[src/rtl/hall_decoder_if.sv]
// CPU-facing register interface of the hall decoder: snapshot request plus
// the latched measurement and status fields it returns.
interface hall_decoder_if #(
  parameter int COUNT_WIDTH  = 16,
  parameter int PERIOD_WIDTH = 20
);
  logic                    latch;
  logic [COUNT_WIDTH-1:0]  delta;
  logic [PERIOD_WIDTH-1:0] period;
  logic                    latch_valid;
  logic                    direction;
  logic [2:0]              sector;
  logic                    stalled;
  logic                    fault;
  logic [7:0]              skip_count;

  modport master (
    output latch,
    input  delta, period, latch_valid, direction, sector, stalled, fault, skip_count
  );

  modport slave (
    input  latch,
    output delta, period, latch_valid, direction, sector, stalled, fault, skip_count
  );
endinterface

[src/rtl/hall_decoder.sv]
// BLDC hall sensor front end: synchronise, glitch-filter, decode to a sector,
// accumulate signed commutation steps and measure the step period.
module hall_decoder #(
  parameter int FILTER_CYCLES = 4,
  parameter int COUNT_WIDTH   = 16,
  parameter int PERIOD_WIDTH  = 20
) (
  input  logic       clk,
  input  logic       rst_n,
  input  logic [2:0] hall,
  hall_decoder_if.slave bus
);

  localparam logic [7:0]              FILT   = 8'(FILTER_CYCLES);
  localparam logic [PERIOD_WIDTH-1:0] P_ONES = '1;
  localparam logic [2:0]              SEC_UNKNOWN = 3'd7;

  logic [2:0]              sync1, hall_s, prev_s, code;
  logic [7:0]              filt_cnt, filt_next;
  logic                    accept;
  logic [2:0]              sector_q, n_sec;
  logic                    step_up, step_dn, skip;
  logic [COUNT_WIDTH-1:0]  accum, step_val, delta_q;
  logic [PERIOD_WIDTH-1:0] pcnt, period_q;
  logic                    have_ref;
  logic                    latch_valid_q, direction_q, stalled_q, fault_q;
  logic [7:0]              skip_q;

  function automatic logic [2:0] decode(input logic [2:0] c);
    case (c)
      3'b101:  decode = 3'd0;
      3'b100:  decode = 3'd1;
      3'b110:  decode = 3'd2;
      3'b010:  decode = 3'd3;
      3'b011:  decode = 3'd4;
      3'b001:  decode = 3'd5;
      default: decode = SEC_UNKNOWN;
    endcase
  endfunction

  function automatic logic [2:0] inc6(input logic [2:0] s);
    inc6 = (s == 3'd5) ? 3'd0 : s + 3'd1;
  endfunction

  // A return to the accepted code cancels any pending candidate outright.
  always_comb begin
    // NOTE: every comb output gets a default first so no latch is inferred.
    filt_next = filt_cnt;
    accept    = 1'b0;
    if (hall_s == code) begin
      filt_next = 8'd0;
    end else begin
      filt_next = (hall_s != prev_s) ? 8'd1 : filt_cnt + 8'd1;
      if (filt_next == FILT) begin
        accept    = 1'b1;
        filt_next = 8'd0;
      end
    end
  end

  always_comb begin
    n_sec   = decode(hall_s);
    step_up = 1'b0;
    step_dn = 1'b0;
    skip    = 1'b0;
    if (accept && n_sec != SEC_UNKNOWN && sector_q != SEC_UNKNOWN) begin
      if (n_sec == inc6(sector_q))      step_up = 1'b1;
      else if (sector_q == inc6(n_sec)) step_dn = 1'b1;
      else                              skip    = 1'b1;
    end
    step_val = step_up ? COUNT_WIDTH'(1) : (step_dn ? '1 : '0);
  end

  always_ff @(posedge clk or negedge rst_n) begin
    if (!rst_n) begin
      sync1         <= 3'b000;
      hall_s        <= 3'b000;
      prev_s        <= 3'b000;
      code          <= 3'b000;
      filt_cnt      <= 8'd0;
      sector_q      <= SEC_UNKNOWN;
      fault_q       <= 1'b0;
      skip_q        <= 8'd0;
      direction_q   <= 1'b0;
      accum         <= '0;
      delta_q       <= '0;
      latch_valid_q <= 1'b0;
      pcnt          <= '0;
      period_q      <= '0;
      stalled_q     <= 1'b0;
      have_ref      <= 1'b0;
    end else begin
      // NOTE: sequential state uses non-blocking assignments only, so every
      // flop samples pre-edge values regardless of statement order.
      sync1    <= hall;
      hall_s   <= sync1;
      prev_s   <= hall_s;
      filt_cnt <= filt_next;

      if (accept) begin
        code     <= hall_s;
        sector_q <= n_sec;
        fault_q  <= (n_sec == SEC_UNKNOWN);
      end
      if (skip && skip_q != 8'hFF) skip_q <= skip_q + 8'd1;
      if (step_up)      direction_q <= 1'b1;
      else if (step_dn) direction_q <= 1'b0;

      // A step counted on the latch edge belongs to the next snapshot.
      if (bus.latch) begin
        delta_q <= accum;
        accum   <= step_val;
      end else begin
        accum   <= accum + step_val;
      end
      latch_valid_q <= bus.latch;

      // Without a previous step (reset) or after a stall there is no valid
      // reference edge, so the period reads as all-ones.
      if (step_up || step_dn) begin
        period_q  <= have_ref ? pcnt : P_ONES;
        pcnt      <= PERIOD_WIDTH'(1);
        stalled_q <= 1'b0;
        have_ref  <= 1'b1;
      end else if (pcnt == P_ONES) begin
        stalled_q <= 1'b1;
        period_q  <= P_ONES;
      end else begin
        pcnt <= pcnt + PERIOD_WIDTH'(1);
      end
    end
  end

  assign bus.delta       = delta_q;
  assign bus.period      = period_q;
  assign bus.latch_valid = latch_valid_q;
  assign bus.direction   = direction_q;
  assign bus.sector      = sector_q;
  assign bus.stalled     = stalled_q;
  assign bus.fault       = fault_q;
  assign bus.skip_count  = skip_q;

endmodule

[src/flat_wrapper.sv]
// flat-port wrapper written by rule: the top's interface ports become plain ports
module hall_decoder_flat 
#(
  parameter int FILTER_CYCLES = 4,
  parameter int COUNT_WIDTH   = 16,
  parameter int PERIOD_WIDTH  = 20
)
  (clk, rst_n, hall, bus_latch, bus_delta, bus_period, bus_latch_valid, bus_direction, bus_sector, bus_stalled, bus_fault, bus_skip_count);
  hall_decoder_if #(.COUNT_WIDTH(COUNT_WIDTH), .PERIOD_WIDTH(PERIOD_WIDTH)) bus_i ();
  input  logic clk;
  input  logic rst_n;
  input  logic [2:0] hall;
  input wire logic [$bits(bus_i.latch)-1:0] bus_latch;
  output wire logic [$bits(bus_i.delta)-1:0] bus_delta;
  output wire logic [$bits(bus_i.period)-1:0] bus_period;
  output wire logic [$bits(bus_i.latch_valid)-1:0] bus_latch_valid;
  output wire logic [$bits(bus_i.direction)-1:0] bus_direction;
  output wire logic [$bits(bus_i.sector)-1:0] bus_sector;
  output wire logic [$bits(bus_i.stalled)-1:0] bus_stalled;
  output wire logic [$bits(bus_i.fault)-1:0] bus_fault;
  output wire logic [$bits(bus_i.skip_count)-1:0] bus_skip_count;
  assign bus_i.latch = bus_latch;
  assign bus_delta = bus_i.delta;
  assign bus_period = bus_i.period;
  assign bus_latch_valid = bus_i.latch_valid;
  assign bus_direction = bus_i.direction;
  assign bus_sector = bus_i.sector;
  assign bus_stalled = bus_i.stalled;
  assign bus_fault = bus_i.fault;
  assign bus_skip_count = bus_i.skip_count;
  hall_decoder #(.FILTER_CYCLES(FILTER_CYCLES), .COUNT_WIDTH(COUNT_WIDTH), .PERIOD_WIDTH(PERIOD_WIDTH)) u_core (.clk(clk), .rst_n(rst_n), .hall(hall), .bus(bus_i));
endmodule
[config.mk]
export PLATFORM = sky130hd
export DESIGN_NAME = hall_decoder_flat
export DESIGN_NICKNAME = d
export VERILOG_FILES = /design/src/rtl/hall_decoder_if.sv /design/src/rtl/hall_decoder.sv /design/src/flat_wrapper.sv
export SDC_FILE = /design/constraint.sdc
export NUM_CORES = 1
export LEC_CHECK = 0
export ABC_AREA = 1
export BUFFER_PORTS_ARGS = -buffer_cell sky130_fd_sc_hd__buf_2
export CORE_MARGIN = 2
export CORE_UTILIZATION = 31
export CTS_CLUSTER_DIAMETER = 120
export DETAILED_ROUTE_END_ITERATION = 10
export PLACE_DENSITY = 0.47
export SLEW_MARGIN = 20
export SYNTH_ARGS = -nofsm -noshare
export SYNTH_HDL_FRONTEND = slang
export SYNTH_SLANG_ARGS = --single-unit
[constraint.sdc]
create_clock -name clk -period 4.45 [get_ports clk]
set_clock_uncertainty 0.05 [all_clocks]
set_input_delay 0.2225 -clock clk [delete_from_list [all_inputs] [get_ports clk]]
set_output_delay 0.2225 -clock clk [all_outputs]
set_load 0.01 [all_outputs]
==> impl_results.md, run 1 <==
- Net Sw Frac: 0.295
- Clk sinks: 108
- Worst-skew pair later-pin latency: 0.37 ns
- Ys flop type: dfrtp_1
- DRT Pass-1 Iters: 4
- Vias in the first global route: 4,789
- H-tree Lvls: 3
- Mapped Area: 0.00612 mm²
- Mapped Nets: 813
- Pins Over Slew Limit: 0
- Share of cells above drive strength 1: 0.147
- Die X: 145 µm
- Final Critical Period: 3.96 ns
- Mean Syn Cell Area: 7.79 µm²
- Total length of routed wires: 13.9 mm
- Largest net degree at the start of global routing: 64
- Routability cong.: 0.821
- Async SR Flop Fraction: 1.00
- IO buf count: 56
- Power per cell area: 317 mW/mm²
- RSZ-0062 raised after global routing: no
- GR Overflow Total: 0
- Most frequent cells in the layout: nand2_1, inv_1, dfrtp_1, nor2_1, nand3_1
- Hold crit path type: input pin to flip-flop
- Most common cell after layout, fill and taps aside: nand2_1
- Data required, critical path: 4.67 ns
- Average via count per standard cell: 4.50
- Reg power frac: 0.507
- Startpoint types: flip-flop
- Via count: 5,005
- Final period utilization: 0.889
- Finished Cell Area: 0.00695 mm²
- Die H: 145 µm
- Per-cell routed wire length: 12.5 µm
- Final Hold Vio Count: 0
- Register area share after synthesis: 0.442
- Worst setup EP type: flip-flop
- CTS tree: built
- DRC viols: 0
- R2R Setup Slk: 0.49 ns
- Clk slew on worst S/H paths: 0.08 ns
- Core area: 0.0194 mm²
- Net Sw Power: 0.000649 W
- Worst relative slew slack: 0.436
- Measured slew at the worst slew-check pin: 0.845 ns
- Die ar.: 0.0209 mm²
- Ys Warns: 0
- Synth cell types: 47
- Root Driver: clkbuf_16
- Cell area after placement: 0.00663 mm²
- Clock network power share: 0.359
- Post-CTS Setup Bufs: 0
- Initial antenna violation count: 0
- Max-capacitance violation count: 0
- Comb power frac: 0.134
- Status: complete, no violations
- # IOs: 57
- Initial Utilization: 0.316
- Clock Path Buffers: 2
- Row count: 51
- Leak: 3.89 nW
- Max VDD drop: 0.187 mV
- TritonCTS buffer count: 9
- Internal: 0.00155 W
- FMAX: 0.253 GHz
- Worst path arrival time: 4.17 ns
- Total Power: 0.00220 W
- Leading area contributor after synthesis: dfrtp_1
- N_diodes: 0
- Area contributors post-synth: dfrtp_1, nand2_1, inv_1
- First-pass GRT wire length: 23.9 mm
- Setup TNS: 0 ns
- Post-synth EDFFs: 0
- Final nets: 870
- CP Class: flip-flop to flip-flop
- Post-synthesis register bit count: 108
- Iteration-0 DRC Markers: 259
- Post-DP HPWL: 9.79 mm
- Routed Antenna Nets: 0
- Worst Path Max Fanout: 12
- Cell count after synthesis: 786
- Yosys top cell area share: 0.429
- Layout area overhead: 13.4%
- GRT Util Overall: 0.145
- Setup Viol. Count Final: 0
==> synthesized netlist by cell type, types with 2 or more instances <==
cell	instances
nand2_4	4
o211ai_1	2
xor2_1	14
inv_1	113
o21bai_1	2
clkbuf_8	3
clkbuf_1	7
nand2_1	213
buf_8	2
buf_6	2
dfrtp_1	105
nand4_1	20
dfstp_2	3
ha_1	20
nand3_1	68
a21o_1	2
nor3b_1	2
nor2_4	3
buf_2	4
inv_2	6
nand3b_1	3
nor3_1	11
nand2_2	12
nand3_2	2
nor2_1	74
nor2_8	2
xnor2_1	4
o21ai_0	28
nor4_1	2
or2_2	5
o21ai_1	2
nand4_2	2
o21a_1	3
nor2_2	4
a21oi_1	25
==> final timing paths <==
path / from / endpoint / depth (start not counted)
max in group asynchronous: rst_n / u_core.pcnt[13]$_DFFE_PN0P_ / 3
min in group asynchronous: rst_n / u_core.bus.period[3]$_DFFE_PN0P_ / 2
min reg2reg: u_core.sync1[1]$_DFF_PN0_ / u_core.hall_s[1]$_DFF_PN0_ / 0
max reg2reg: u_core.hall_s[2]$_DFF_PN0_ / u_core.accum[15]$_DFF_PN0_ / 23
max: u_core.hall_s[2]$_DFF_PN0_ / u_core.accum[15]$_DFF_PN0_ / 23
min: bus_latch / u_core.bus.latch_valid$_DFF_PN0_ / 1
==> final cells by class <==
class                           count  area [µm²]
Inverter                          122         465
Sequential cell                   108        2710
Clock inverter                      5        35.0
Multi-Input combinational cell    537        2810
Timing Repair Buffer               65         360
Fill cell                        2094       12500
Tap cell                          265         332
Clock buffer                       11         243
==> registers in the layout, indices dropped and copies added, names as in the netlist <==
signal,cells
u_core.bus.direction,1
u_core.pcnt,20
u_core.bus.skip_count,8
u_core.sync1,3
u_core.filt_cnt,8
u_core.prev_s,3
u_core.bus.stalled,1
u_core.bus.sector,3
u_core.bus.delta,16
u_core.bus.latch_valid,1
u_core.bus.fault,1
u_core.bus.period,20
u_core.code,3
u_core.have_ref,1
u_core.hall_s,3
u_core.accum,16
==> power groups by stage <==
stage | Clock [W] | Sequential [W] | Combinational [W]
floorplan | 0 | 0.00113 | 0.000206
global placement | 0 | 0.00114 | 0.000298
detailed placement | 0 | 0.00114 | 0.000298
CTS | 0.000821 | 0.00112 | 0.000302
global route | 0.000857 | 0.00113 | 0.000350
finish | 0.000790 | 0.00112 | 0.000294
==> worst max-delay path, cell delays in order, from the launching register on <==
cell	delay, ns
dfrtp_1	0.57
nand2_1	0.13
o21ai_1	0.16
nor2_1	0.07
ha_1	0.27
nand2_1	0.09
nor2_1	0.04
nor3b_1	0.19
nand2_1	0.10
inv_1	0.07
nand2_1	0.09
nor2_4	0.31
buf_4	0.22
ha_1	0.29
a21oi_1	0.20
inv_1	0.06
a31oi_1	0.24
nor2_1	0.07
nor3_1	0.26
nand3b_1	0.11
nand3_1	0.11
inv_1	0.06
nand2_1	0.05
nand2_1	0.04
==> metrics by stage <==
stage	utilization	worst slack [ns]	instances	hold WS, ns
floorplan	-	0.926	786	-0.123
global placement	0.342	0.594	1093	0.282
detailed placement	0.342	0.470	1093	0.283
CTS	0.358	0.471	1113	0.210
global route	0.358	0.0128	1113	0.229
finish	0.358	0.493	1113	0.204
==> routing by layer <==
layer | wire [µm] | vias to the layer above | track usage
li1 | - | 2595 | -
met1 | 7150 | 2347 | 0.206
met2 | 6190 | 51 | 0.221
met3 | 371 | 12 | 0.0245
met4 | 225 | 0 | 0.0521
met5 | 0 | - | 0
==> kinds of logic (layout without fill, tap and decap cells) <==
| kind of cell | Yosys count | count (layout) | share of synthesized area |
|---|---|---|---|
| buffers and inverters | 141 | 203 | 0.100 |
| flip-flops | 108 | 108 | 0.442 |
| adder cells (fa/ha/maj) | 21 | 21 | 0.0441 |
| AO/OA/AOI/OAI | 68 | 68 | 0.0609 |
| AND/OR/NAND/NOR | 429 | 429 | 0.323 |
| XOR/XNOR | 19 | 19 | 0.0302 |
==> timing repair <==
item,in CTS,in global routing
endpoints found under the hold margin,62,0
resized for setup,0,0
hold buffers,4,0
Power figures use the tool's default switching activity.
==> run 2, diff against run 1 <==
--- a/config.mk
+++ b/config.mk
@@ -6,12 +6,11 @@
 export NUM_CORES = 1
 export LEC_CHECK = 0
 export ABC_AREA = 1
-export BUFFER_PORTS_ARGS = -buffer_cell sky130_fd_sc_hd__buf_2
+export BUFFER_PORTS_ARGS = -buffer_cell sky130_fd_sc_hd__buf_4
 export CORE_MARGIN = 2
 export CORE_UTILIZATION = 31
 export CTS_CLUSTER_DIAMETER = 120
 export DETAILED_ROUTE_END_ITERATION = 10
-export PLACE_DENSITY = 0.47
 export SLEW_MARGIN = 20
 export SYNTH_ARGS = -nofsm -noshare
 export SYNTH_HDL_FRONTEND = slang
==> impl_results.md, run 2 (synthesis results as in run 1) <==
- Worst-skew pair later-pin latency: 0.36 ns (about the same)
- Measured slew at the worst slew-check pin: 0.933 ns (+0.0875 ns)
- CTS tree: built
- Worst path arrival time: 4.13 ns (-0.04 ns)
- Clk slew on worst S/H paths: 0.07 ns (about the same)
- Die H: 145 µm (unchanged)
- Cell area after placement: 0.00675 mm² (+1.8%)
- Power per cell area: 319 mW/mm² (+0.48%)
- Core area: 0.0194 mm² (unchanged)
- Layout area overhead: 15.8%
- Setup Viol. Count Final: 0 (unchanged)
- Largest net degree at the start of global routing: 71 (+11%)
- Hold path cells: 1 (unchanged)
- Final Hold Vio Count: 0 (unchanged)
- Worst reg-to-reg path cell count: 22 (-4.3%)
- Worst setup EP type: flip-flop
- Leak: 3.89 nW (about the same)
- Fin Hold WS: 0.103 ns (-0.101 ns)
- RSZ-0062 raised after global routing: no
- Max-capacitance violation count: 0 (unchanged)
- Status: complete, no violations
- Root Driver: clkbuf_16
- H-tree Lvls: 3 (unchanged)
- Final Critical Period: 3.93 ns (-0.0275 ns)
- Routability cong.: 0.893 (+8.7%)
- Hold Path End: u_core.bus.latch_valid$_DFF_PN0_
- Die ar.: 0.0209 mm² (unchanged)
- Share of cells above drive strength 1: 0.145 (-0.00202)
- Startpoint types: flip-flop
- Worst relative slew slack: 0.378 (-0.0583)
- Clock Path Buffers: 2 (unchanged)
- Per-cell routed wire length: 12.0 µm (-3.9%)
- R2R Setup Slk: 0.52 ns (+0.03 ns)
- Row count: 51 (unchanged)
- Worst Path Max Fanout: 17 (+5)
- FMAX: 0.254 GHz (+0.70%)
- Die X: 145 µm (unchanged)
- Final nets: 868 (-0.23%)
- Finished Cell Area: 0.00709 mm² (+2.1%)
- IO buf count: 56 (unchanged)
- Iteration-0 DRC Markers: 276 (+6.6%)
- Worst Hold Launch: bus_latch
- Setup TNS: 0 ns (unchanged)
- DRT Pass-1 Iters: 6 (+2)
- Clk sinks: 108 (unchanged)
- RR Endpoint: u_core.accum[15]$_DFF_PN0_
- Final period utilization: 0.883 (-0.00618)
- Via count: 5,044 (+0.78%)
- Initial antenna violation count: 0 (unchanged)
- RR Startpoint: u_core.hall_s[2]$_DFF_PN0_
- Max VDD drop: 0.154 mV (-17%)
- Hold crit path type: input pin to flip-flop
- GR Overflow Total: 0 (unchanged)
- N_diodes: 0 (unchanged)
- Data required, critical path: 4.65 ns (-0.02 ns)
- Vias in the first global route: 4,924 (+2.8%)
- TritonCTS buffer count: 9 (unchanged)
- # IOs: 57 (unchanged)
- GRT Util Overall: 0.139 (-0.00539)
- Average via count per standard cell: 4.54 (+0.96%)
- First-pass GRT wire length: 23.3 mm (-2.3%)
- Post-DP HPWL: 9.48 mm (-3.2%)
- DRC viols: 0 (unchanged)
- Pins Over Slew Limit: 0 (unchanged)
- Most frequent cells in the layout: nand2_1, inv_1, dfrtp_1, nor2_1, nand3_1
- Initial Utilization: 0.316 (unchanged)
- Total length of routed wires: 13.4 mm (-4.0%)
- CP Class: flip-flop to flip-flop
- Most common cell after layout, fill and taps aside: nand2_1
- Routed Antenna Nets: 0 (unchanged)
## run 2: cell count changes in the layout (fill, tap and decap cells not counted)
cell,previous run,this run
buf_2,55,0
buf_4,6,59
o21ai_0,28,27
o21ai_1,2,3
clkinv_4,1,2
clkinv_2,2,1
bufinv_16,0,1
inv_6,2,1
## run 2: timing repair
action / in CTS / in global routing
buffers inserted: 0 / 0
hold buffers: 4 / 0
resized for setup: 0 / 1
endpoints found under the setup margin: 0 / 1
endpoints found under the hold margin: 21 / 0
## run 2: per-layer routing
layer	GRT usage	wire length, µm
met5	0	0
met4	0.0491	215
met3	0.0265	455
met2	0.225	6140
met1	0.186	6560
## run 2: layout make-up
class                   count  area (µm²)
fillers                  2066       12300
repair buffers             63         483
flip-flops and latches    108        2710
clock buffers              11         243
multi-input cells         537        2810
inverters                 122         465
well taps                 265         332
clock inverters             5        60.1
## run 2: stage by stage
stage               worst slack [ns]  cells  total power [W]  utilization
floorplan                      0.926    786          0.00133            -
global placement               0.587   1091          0.00144        0.348
detailed placement             0.514   1091          0.00145        0.348
CTS                            0.486   1111          0.00230        0.366
global route                  0.0564   1111          0.00240        0.366
finish                         0.521   1111          0.00226        0.366
## run 2: worst max-delay path, cell delays in order, from the launching register on
cell      delay [ns]
dfrtp_1         0.57
nand2_1         0.12
o21ai_1         0.17
nor2_1          0.08
ha_1            0.27
nand2_1         0.08
nor2_1          0.04
nor3b_1         0.18
nand2_1         0.10
inv_1           0.07
nand2_1         0.09
nor2_4          0.39
ha_1            0.39
a21oi_1         0.21
inv_1           0.06
a31oi_1         0.25
nor2_1          0.07
nor3_1          0.23
nand3b_1        0.11
nand3_1         0.11
inv_1           0.06
nand2_1         0.05
nand2_1         0.05
## run 2: power by group
part | switching, W | total [W] | internal [W]
registers | 0.0000676 | 0.00112 | 0.00105
clock network | 0.000379 | 0.000834 | 0.000455
logic | 0.000190 | 0.000310 | 0.000120
## run 2: worst max-delay path by stage
stage,end,slack [ns],start,cells after the start
CTS,u_core.accum[9]$_DFF_PN0_,0.49,u_core.hall_s[2]$_DFF_PN0_,21
global route,u_core.accum[15]$_DFF_PN0_,0.06,u_core.hall_s[2]$_DFF_PN0_,22
global placement,u_core.accum[9]$_DFF_PN0_,0.59,u_core.hall_s[2]$_DFF_PN0_,21
floorplan,u_core.accum[12]$_DFF_PN0_,0.93,u_core.hall_s[2]$_DFF_PN0_,25
detailed placement,u_core.accum[9]$_DFF_PN0_,0.51,u_core.hall_s[2]$_DFF_PN0_,21
finish,u_core.accum[15]$_DFF_PN0_,0.52,u_core.hall_s[2]$_DFF_PN0_,22
